`src/rtl/grey_edge_detect_pkg.sv`:
```
// Shared types and helpers for the greyscale edge-detect stage.
package grey_edge_pkg;

  localparam int PIX_W = 8;

  typedef logic [PIX_W-1:0] pixel_t;

  // Selected by cfg_binary: raw gradient magnitude or thresholded edge map.
  typedef enum logic {
    EDGE_MAG = 1'b0,
    EDGE_BIN = 1'b1
  } edge_mode_e;

  // Unsigned |a - b|; the extra bit of the intermediate carries the sign,
  // so the result never wraps.
  function automatic pixel_t abs_diff8(input pixel_t a, input pixel_t b);
    logic [PIX_W:0] d;
    d = {1'b0, a} - {1'b0, b};
    if (d[PIX_W]) begin
      d = {1'b0, b} - {1'b0, a};
    end
    return d[PIX_W-1:0];
  endfunction

endpackage

```
`src/rtl/grey_edge_detect_if.sv`:
```
// AXI4-Stream video link carrying 24-bit pixels with start-of-frame and end-of-line.
interface grey_edge_detect_if;
  import grey_edge_pkg::*;

  logic [3*PIX_W-1:0] tdata;
  logic               tvalid;
  logic               tready;
  logic               tuser;
  logic               tlast;

  modport master (output tdata, output tvalid, output tuser, output tlast, input tready);
  modport slave  (input tdata, input tvalid, input tuser, input tlast, output tready);

endinterface

```
`src/rtl/grey_edge_detect_line_tracker.sv`:
```
// Tracks the pixel column within a line, flags short/long lines and counts frames.
// All state moves only on accepted beats; the sticky flags can also be cleared.
module video_line_tracker #(
  parameter int H_ACTIVE = 1920,
  parameter int XW       = 12,
  parameter int FW       = 16
) (
  input  logic          aclk,
  input  logic          aresetn,
  input  logic          accept,
  input  logic          tuser,
  input  logic          tlast,
  input  logic          stat_clr,
  output logic          line_start,
  output logic          stat_short_line,
  output logic          stat_long_line,
  output logic [FW-1:0] stat_frame_cnt
);

  // Column index of the last pixel of a correctly sized line.
  localparam logic [XW-1:0] X_LAST = XW'(H_ACTIVE - 1);

  logic [XW-1:0] x;
  logic [XW-1:0] col;
  logic          short_set;
  logic          long_set;

  // A start-of-frame beat is always column 0, whatever x held before it.
  always_comb begin
    col       = tuser ? '0 : x;
    short_set = accept && tlast && (col != X_LAST);
    long_set  = accept && !tlast && !tuser && (x == X_LAST);
  end

  // Column counter and line-start flag; tlast wins over tuser for both.
  always_ff @(posedge aclk) begin
    if (!aresetn) begin
      x          <= '0;
      line_start <= 1'b1;
    end else if (accept) begin
      if (tlast) begin
        x          <= '0;
        line_start <= 1'b1;
      end else if (tuser) begin
        x          <= XW'(1);
        line_start <= 1'b0;
      end else if (x == X_LAST) begin
        line_start <= 1'b0;
      end else begin
        x          <= x + XW'(1);
        line_start <= 1'b0;
      end
    end
  end

  // Sticky length-error flags; a clear beats a set arriving in the same cycle.
  always_ff @(posedge aclk) begin
    if (!aresetn) begin
      stat_short_line <= 1'b0;
      stat_long_line  <= 1'b0;
    end else if (stat_clr) begin
      stat_short_line <= 1'b0;
      stat_long_line  <= 1'b0;
    end else begin
      if (short_set) stat_short_line <= 1'b1;
      if (long_set)  stat_long_line  <= 1'b1;
    end
  end

  // Free-running frame counter, wraps naturally at its width.
  always_ff @(posedge aclk) begin
    if (!aresetn) begin
      stat_frame_cnt <= '0;
    end else if (accept && tuser) begin
      stat_frame_cnt <= stat_frame_cnt + FW'(1);
    end
  end

endmodule

```
`src/rtl/grey_edge_detect.sv`:
```
// Horizontal gradient edge detector on a greyscale AXI4-Stream video feed.
// One register stage: e = |p[x] - p[x-1]| (or its thresholded form), 1 pixel/clk.
module grey_edge_detect
  import grey_edge_pkg::*;
#(
  parameter int H_ACTIVE = 1920,
  parameter int XW       = 12,
  parameter int FW       = 16
) (
  input  logic                  aclk,
  input  logic                  aresetn,
  grey_edge_detect_if.slave     s_axis_video,
  grey_edge_detect_if.master    m_axis_video,
  input  logic                  cfg_binary,
  input  pixel_t                cfg_thresh,
  input  logic                  stat_clr,
  output logic                  stat_short_line,
  output logic                  stat_long_line,
  output logic [FW-1:0]         stat_frame_cnt
);

  logic       in_ready;
  logic       accept;
  logic       line_start;
  pixel_t     pix;
  pixel_t     prev;
  pixel_t     mag;
  pixel_t     edge_val;
  edge_mode_e mode;
  logic       unused_hi_bytes;

  // All three channels carry the same grey value, so only the low byte matters.
  assign unused_hi_bytes = ^s_axis_video.tdata[3*PIX_W-1:PIX_W];

  // Ready whenever the output slot is empty or is being drained this cycle.
  always_comb begin
    in_ready              = !m_axis_video.tvalid || m_axis_video.tready;
    accept                = s_axis_video.tvalid && in_ready;
    s_axis_video.tready   = in_ready;
  end

  // Gradient against the previous pixel; the first pixel of a line has none.
  always_comb begin
    pix  = s_axis_video.tdata[PIX_W-1:0];
    mode = edge_mode_e'(cfg_binary);
    mag  = (line_start || s_axis_video.tuser) ? '0 : abs_diff8(pix, prev);
    case (mode)
      EDGE_BIN: edge_val = (mag >= cfg_thresh) ? 8'hFF : 8'h00;
      default:  edge_val = mag;
    endcase
  end

  // Output register with previous-pixel capture; reloads on accept, drains on ready.
  always_ff @(posedge aclk) begin
    if (!aresetn) begin
      m_axis_video.tvalid <= 1'b0;
      m_axis_video.tdata  <= '0;
      m_axis_video.tuser  <= 1'b0;
      m_axis_video.tlast  <= 1'b0;
      prev                <= '0;
    end else if (accept) begin
      m_axis_video.tvalid <= 1'b1;
      m_axis_video.tdata  <= {3{edge_val}};
      m_axis_video.tuser  <= s_axis_video.tuser;
      m_axis_video.tlast  <= s_axis_video.tlast;
      prev                <= pix;
    end else if (m_axis_video.tready) begin
      m_axis_video.tvalid <= 1'b0;
    end
  end

  video_line_tracker #(
    .H_ACTIVE (H_ACTIVE),
    .XW       (XW),
    .FW       (FW)
  ) u_tracker (
    .aclk            (aclk),
    .aresetn         (aresetn),
    .accept          (accept),
    .tuser           (s_axis_video.tuser),
    .tlast           (s_axis_video.tlast),
    .stat_clr        (stat_clr),
    .line_start      (line_start),
    .stat_short_line (stat_short_line),
    .stat_long_line  (stat_long_line),
    .stat_frame_cnt  (stat_frame_cnt)
  );

endmodule
```
`src/flat_wrapper.sv`:
```
// flat-port wrapper written by rule: the top's interface ports become plain ports
module grey_edge_detect_flat import grey_edge_pkg::*;
#(
  parameter int H_ACTIVE = 1920,
  parameter int XW       = 12,
  parameter int FW       = 16
)
  (aclk, aresetn, cfg_binary, cfg_thresh, stat_clr, stat_short_line, stat_long_line, stat_frame_cnt, s_axis_video_tdata, s_axis_video_tvalid, s_axis_video_tuser, s_axis_video_tlast, s_axis_video_tready, m_axis_video_tdata, m_axis_video_tvalid, m_axis_video_tuser, m_axis_video_tlast, m_axis_video_tready);
  grey_edge_detect_if s_axis_video_i ();
  grey_edge_detect_if m_axis_video_i ();
  input  logic aclk;
  input  logic aresetn;
  input  logic cfg_binary;
  input  pixel_t cfg_thresh;
  input  logic stat_clr;
  output logic stat_short_line;
  output logic stat_long_line;
  output logic [FW-1:0] stat_frame_cnt;
  input wire logic [$bits(s_axis_video_i.tdata)-1:0] s_axis_video_tdata;
  input wire logic [$bits(s_axis_video_i.tvalid)-1:0] s_axis_video_tvalid;
  input wire logic [$bits(s_axis_video_i.tuser)-1:0] s_axis_video_tuser;
  input wire logic [$bits(s_axis_video_i.tlast)-1:0] s_axis_video_tlast;
  output wire logic [$bits(s_axis_video_i.tready)-1:0] s_axis_video_tready;
  output wire logic [$bits(m_axis_video_i.tdata)-1:0] m_axis_video_tdata;
  output wire logic [$bits(m_axis_video_i.tvalid)-1:0] m_axis_video_tvalid;
  output wire logic [$bits(m_axis_video_i.tuser)-1:0] m_axis_video_tuser;
  output wire logic [$bits(m_axis_video_i.tlast)-1:0] m_axis_video_tlast;
  input wire logic [$bits(m_axis_video_i.tready)-1:0] m_axis_video_tready;
  assign s_axis_video_i.tdata = s_axis_video_tdata;
  assign s_axis_video_i.tvalid = s_axis_video_tvalid;
  assign s_axis_video_i.tuser = s_axis_video_tuser;
  assign s_axis_video_i.tlast = s_axis_video_tlast;
  assign s_axis_video_tready = s_axis_video_i.tready;
  assign m_axis_video_tdata = m_axis_video_i.tdata;
  assign m_axis_video_tvalid = m_axis_video_i.tvalid;
  assign m_axis_video_tuser = m_axis_video_i.tuser;
  assign m_axis_video_tlast = m_axis_video_i.tlast;
  assign m_axis_video_i.tready = m_axis_video_tready;
  grey_edge_detect #(.H_ACTIVE(H_ACTIVE), .XW(XW), .FW(FW)) u_core (.aclk(aclk), .aresetn(aresetn), .s_axis_video(s_axis_video_i), .m_axis_video(m_axis_video_i), .cfg_binary(cfg_binary), .cfg_thresh(cfg_thresh), .stat_clr(stat_clr), .stat_short_line(stat_short_line), .stat_long_line(stat_long_line), .stat_frame_cnt(stat_frame_cnt));
endmodule
```
`config.mk`:
```
export PLATFORM = sky130hd
export DESIGN_NAME = grey_edge_detect_flat
export DESIGN_NICKNAME = d
export VERILOG_FILES = /design/src/rtl/grey_edge_detect_pkg.sv /design/src/rtl/grey_edge_detect_if.sv /design/src/rtl/grey_edge_detect_line_tracker.sv /design/src/rtl/grey_edge_detect.sv /design/src/flat_wrapper.sv
export SDC_FILE = /design/constraint.sdc
export NUM_CORES = 1
export LEC_CHECK = 0
export ABC_CLOCK_PERIOD_IN_PS = 10100
export CAP_MARGIN = 10
export CORE_MARGIN = 1
export CORE_UTILIZATION = 40
export CTS_BUF_LIST = sky130_fd_sc_hd__clkbuf_4 sky130_fd_sc_hd__clkbuf_8 sky130_fd_sc_hd__clkbuf_16
export DETAILED_ROUTE_END_ITERATION = 12
export PLACE_DENSITY = 0.68
export SETUP_SLACK_MARGIN = 0.2
export SYNTH_ARGS = -nofsm -noshare
export SYNTH_HDL_FRONTEND = slang
export SYNTH_SLANG_ARGS = --single-unit
```
`constraint.sdc`:
```
create_clock -name aclk -period 10.1 [get_ports aclk]
set_input_delay 2.02 -clock aclk [delete_from_list [all_inputs] [get_ports aclk]]
set_output_delay 2.02 -clock aclk [all_outputs]
set_load 0.05 [all_outputs]
```
# Yosys cells after proc, flatten, opt, wreduce, memory -nomap -nowiden
# Cells that the tools add are included.
[totals]
register_bits = 66
inputBits = 40
[classes]
addsub = 4
magnitude_cmp = 1
eq_ne = 3
muxes = 11
n_bitwise = 1
reduce_logical = 15
[ops]
columns = ["op", "count"]
rows = [
  ["2-to-1 mux 12 bit", 4],
  ["2-to-1 mux 8 bit", 4],
  ["adder 16 x 1 -> 16 bit, second input constant", 1],
  ["adder 12 x 1 -> 12 bit, second input constant", 1],
  ["equality test 12 x 11 -> 1 bit, second input constant", 1],
  ["!= test 12 x 11 -> 1 bit, second input constant", 1],
  ["subtractor 8 x 8 -> 9 bit", 1],
  ["greater-or-equal comparator 8 bit", 1],
  ["subtractor 8 bit", 1],
  ["logical AND 1 bit", 7],
  ["zero test 1 bit", 3],
  ["2-to-1 mux 1 bit", 3],
  ["!= test 3 bit, second input constant", 1],
  ["logical OR 1 bit", 2],
  ["AND reduction 2 bit", 1],
  ["nonzero test 2 bit", 1],
  ["OR reduction 2 bit", 1],
  ["inverter 1 bit", 1],
]

# Logic depth before layout (Yosys ltp)
[logic_depth]
word_depth = 6
ltp_mapped = 18
mapped_depth_nobuf = 17

# Hierarchy
# Synthesis repeated with hierarchy kept, for this count alone.
[hier_totals]
hier_cells = 399
hier_area_um2 = 3268.1
[by_module_without_submodules]
columns = ["module", "instances", "cells_each", "area_per_inst_um2", "seq_area_each_um2"]
rows = [
  ["grey_edge_detect", 1, 222, 1740.4, 380.4],
  ["video_line_tracker", 1, 177, 1527.7, 620.6],
]

# Worst setup path before layout
# Ideal clock, no wire load.
[synth_path]
path_kind = "input to register"
startpoint = "input s_axis_video_tdata[0]"
endpoint = "register u_core.m_axis_video.tdata[15]"
setup_time_ns = 0.092
arrival_time_ns = 5.235
required_time_ns = 10.008
path_slack_ns = 4.773
cell_stages = 17
path_cell_list = "inv_1 -> ha_1 -> inv_1 -> fa_1 -> a211oi_1 -> o21a_1 -> o21a_1 -> buf_6 -> mux2i_1 -> and4_1 -> nor3_1 -> ha_1 -> nand3_1 -> or3b_1 -> o31ai_2 -> nand2b_1 -> o32ai_1"
[synth_via]
elab_chain_cells = 6
[synth_rtl]
columns = ["item", "line", "text"]
rows = [
  ["start: declaration", "flat_wrapper.sv:19", "input wire logic [$bits(s_axis_video_i.tdata)-1:0] s_axis_video_tdata;"],
  ["subtractor 8 x 8 -> 9 bit or subtractor 8 bit (tied branches)", "grey_edge_detect_pkg.sv:18, grey_edge_detect_pkg.sv:20", ""],
  ["2-to-1 mux 8 bit (*)", "grey_edge_detect_pkg.sv:19", "if (d[PIX_W]) begin"],
  ["2-to-1 mux 8 bit (*)", "grey_edge_detect.sv:46", "mag = (line_start || s_axis_video.tuser) ? '0 : abs_diff8(pix, prev);"],
  ["greater-or-equal comparator 8 bit", "grey_edge_detect.sv:48", "EDGE_BIN: edge_val = (mag >= cfg_thresh) ? 8'hFF : 8'h00;"],
  ["2-to-1 mux 8 bit", "grey_edge_detect.sv:48", ""],
  ["2-to-1 mux 8 bit (*)", "grey_edge_detect.sv:47", "case (mode)"],
  ["end signal: assignment", "grey_edge_detect.sv:63", "m_axis_video.tdata <= {3{edge_val}};"],
  ["end: declaration", "grey_edge_detect_if.sv:11", "modport master (output tdata, output tvalid, output tuser, output tlast, input tready);"],
]
# Every way passes the cells marked *; elsewhere a longest branch is shown, timed or not.
# A chain may end at the register's enable or synchronous reset.

# Worst setup path after layout
[layout_path]
startpoint = "input s_axis_video_tdata[0]"
endpoint = "register u_core.m_axis_video.tdata[21]"
# Same word-level chain as after synthesis.

==> run_results.csv <==
group,metric,value,unit
logic_synthesis,ys_warn_count,0,
die,die_y,91.2,um
sta,fin_crit_sh,61.4,%
die,io_pins,86,
clock_tree,root_buffer,"clkbuf_8",
place,place.gp.congestion,0.850,
global_routing,grt_first_pass_wirelength,12.6,mm
clock_tree,numCtsBuffers,5,
clock_tree,hold_buffers,0,
place,io_buffers,69,
clock_tree,cts_tree,"built",
clock_tree,cts.path.max_buffers,2,
die,fp-row-count,32,
logic_synthesis,ys_types,50,
job,cap_violations,0,
setup_path,worst-path-buf-inv,3,
clock_tree,clk_pin_slew,0.10,ns
sta,finalSetupTns,0,ns
setup_path,crit_required,10.33,ns
logic_synthesis,synth.cell_area,3180,um^2
logic_synthesis,avgSynthCellArea,8.03,um^2
routing,first_pass_iters,4,
clock_tree,numClockSinks,50,
hold_path,hold_path_class,"reg -> reg",
setup_path,end_kind,"flip-flop",
die,start_util,41.4,%
layout,diodes,0,
sta,finalHoldViolations,0,
place,dp_hpwl,5.43,mm
global_routing,grt_pass1_vias,2699,
sta,rsz0062_at_grt,"false",
setup_path,path_class,"in -> reg",
hold_path,hold_path_startpoint,"u_core.m_axis_video.tuser",
logic_synthesis,synthCells,396,
layout,drive_gt1_share,3.62,%
routing,drtIter0Drc,107,
sta,max_freq,161,MHz
layout,num-fill-cells,768,
global_routing,grt_start_max_net_pins,31,
clock_tree,cts_resized,0,
layout,final_cell_mix,"clkdlybuf4s50_1 (69), dfxtp_1 (50), nand2_1 (41)",
global_routing,track_usage,18.8,%
logic_synthesis,synth_edf_count,0,
layout,regArea,1000,um^2
routing,wl_per_cell,13.5,um
logic_synthesis,ys_ff_latch,50,
logic_synthesis,synth_flop_cell,"dfxtp_1",
setup_path,cp.arrival,6.43,ns
place,place_area,3790,um^2
layout,areaGrowthSynthToFinish,22.8,%
layout,multi_input_area,1840,um^2
sta,clock_skew,0.0110,ns
sta,setup_violations,0,
pwr,ir_worst_vdd,60.8,uV
setup_path,path_cells,"clkdlybuf4s50_1, inv_1, ha_1, inv_1, fa_1, a211oi_1, o21a_1, o21a_1, mux2i_1, and4_1, nor3_1, ha_1, nand3_1, or3b_1, o31ai_2, nand2b_1, o32ai_1",
setup_path,cpPeakStageDelay,0.45,ns
routing,viasPerCell,5.21,
setup_path,critPathTopFamily,"compound AO/OA/AOI/OAI gates",
routing,drtAntennaViolNets,0,
clock_tree,cts_setup_buffers,0,
routing,drc,0,
routing,vias,2833,
logic_synthesis,ys_seq_area_share,31.5,%
sta,maxSlewViolCount,0,
pwr,leakagePower,1.52,nW
sta,worst_pin_slew,0.937,ns
status,status,"finished, final reports clean",
clock_tree,clock_latency,0.32,ns
die,die_x,91.2,um
die,core,7690,um^2
global_routing,antenna_found_initial,0,
setup_path,critPathLaunchType,"input pin",
pwr,power_density,123,nW/um^2
pwr,power,0.479,mW
routing,wl,7.34,mm
setup_path,cp-startpoint,"s_axis_video_tdata[0]",
global_routing,grt.overflow.total,0,
layout,layout_commonest_cell,"clkdlybuf4s50_1",
layout,fin_area,3910,um^2
logic_synthesis,synth-async-reset-ratio,0,%
logic_synthesis,syn_nets,463,
layout,nNetsFinal,508,
setup_path,crit_fanout,11,
clock_tree,htree_levels,2,
setup_path,slowest_stage,"clkdlybuf4s50_1",
setup_path,r2r_start,"u_core.prev[0]",
die,dieArea,8310,um^2
sta,relSlewSlack,37.4,%
sta,post-route-min-period,6.20,ns
-- stage by stage --
step	hold slack, ns	cells	utilization (%)	setup WS, ns
detailed placement	0.446	536	49.3	3.61
floorplan	0.428	396	-	4.77
global route	0.500	544	50.8	3.64
CTS	0.473	544	50.8	3.92
finish	0.468	544	50.8	3.90
global placement	0.441	536	49.3	3.61
-- per-layer routing --
metal | wire, um | up-vias | global-route usage, % | share of wire, %
met5 | 0 | - | 0 | 0
met4 | 160 | 0 | 7.54 | 2.2
met3 | 414 | 13 | 3.85 | 5.6
met2 | 3140 | 82 | 29.7 | 43
met1 | 3620 | 1304 | 25.1 | 49
li1 | - | 1434 | - | -
-- power breakdown --
part	leakage [nW]	internal, mW	switching, mW
combinational	1.05	0.0453	0.0744
clock	0.0591	0.0757	0.0756
sequential	0.406	0.203	0.00489
-- worst min-delay path, cell delays in order (launching register included) --
cell and delay (ns):
dfxtp_1 0.32, nand2_1 0.05, a21oi_1 0.05
-- registers in the layout, indices dropped and copies added (netlist names) --
name,cells
u_core.m_axis_video.tuser,1
u_core.u_tracker.stat_short_line,1
u_core.u_tracker.stat_frame_cnt,16
u_core.m_axis_video.tlast,1
u_core.u_tracker.x,12
u_core.m_axis_video.tvalid,1
u_core.m_axis_video.tdata,8
u_core.u_tracker.stat_long_line,1
u_core.u_tracker.line_start,1
u_core.prev,8
-- cell families (layout without fill, tap and decap cells) --
family	after synthesis	count (layout)	synth area share (%)
buffers and inverters	65	111	10.7
AO/OA/AOI/OAI	80	80	15.7
flip-flops	50	50	31.5
multiplexers	8	8	2.60
XOR/XNOR	22	22	6.06
AND/OR/NAND/NOR	144	144	22.4
adder cells (fa/ha/maj)	27	27	11.1
-- path summary, 6_finish.rpt --
check        cells after the start                       endpoint  slack, ns
max reg2reg                     15  u_core.m_axis_video.tdata[21]       5.75
max                             17  u_core.m_axis_video.tdata[21]       3.90
min                              2      u_core.m_axis_video.tuser       0.47
min reg2reg                      2      u_core.m_axis_video.tuser       0.47
-- cells in the mapped netlist (8+ instances only) --
library cell   n  share of area, %
dfxtp_1       50                31
xor2_1        14               3.9
o21ai_0       14               2.2
inv_1         32               3.8
nor2_1        39               4.6
buf_4         19               4.5
nand3_1       19               3.0
nand2_1       41               4.8
a21oi_1       33               5.2
ha_1          25               9.8
xnor2_1        8               2.2
nor3_1         8               1.3
-- cell type report --
class	count	area share (%)
Multi-Input combinational cell	281	47.1
Clock buffer	5	1.76
Sequential cell	50	25.6
Tap cell	102	3.27
Inverter	33	3.17
Clock inverter	3	1.22
Timing Repair Buffer	70	17.9
Note: power is estimated with default switching activity, not from simulation.
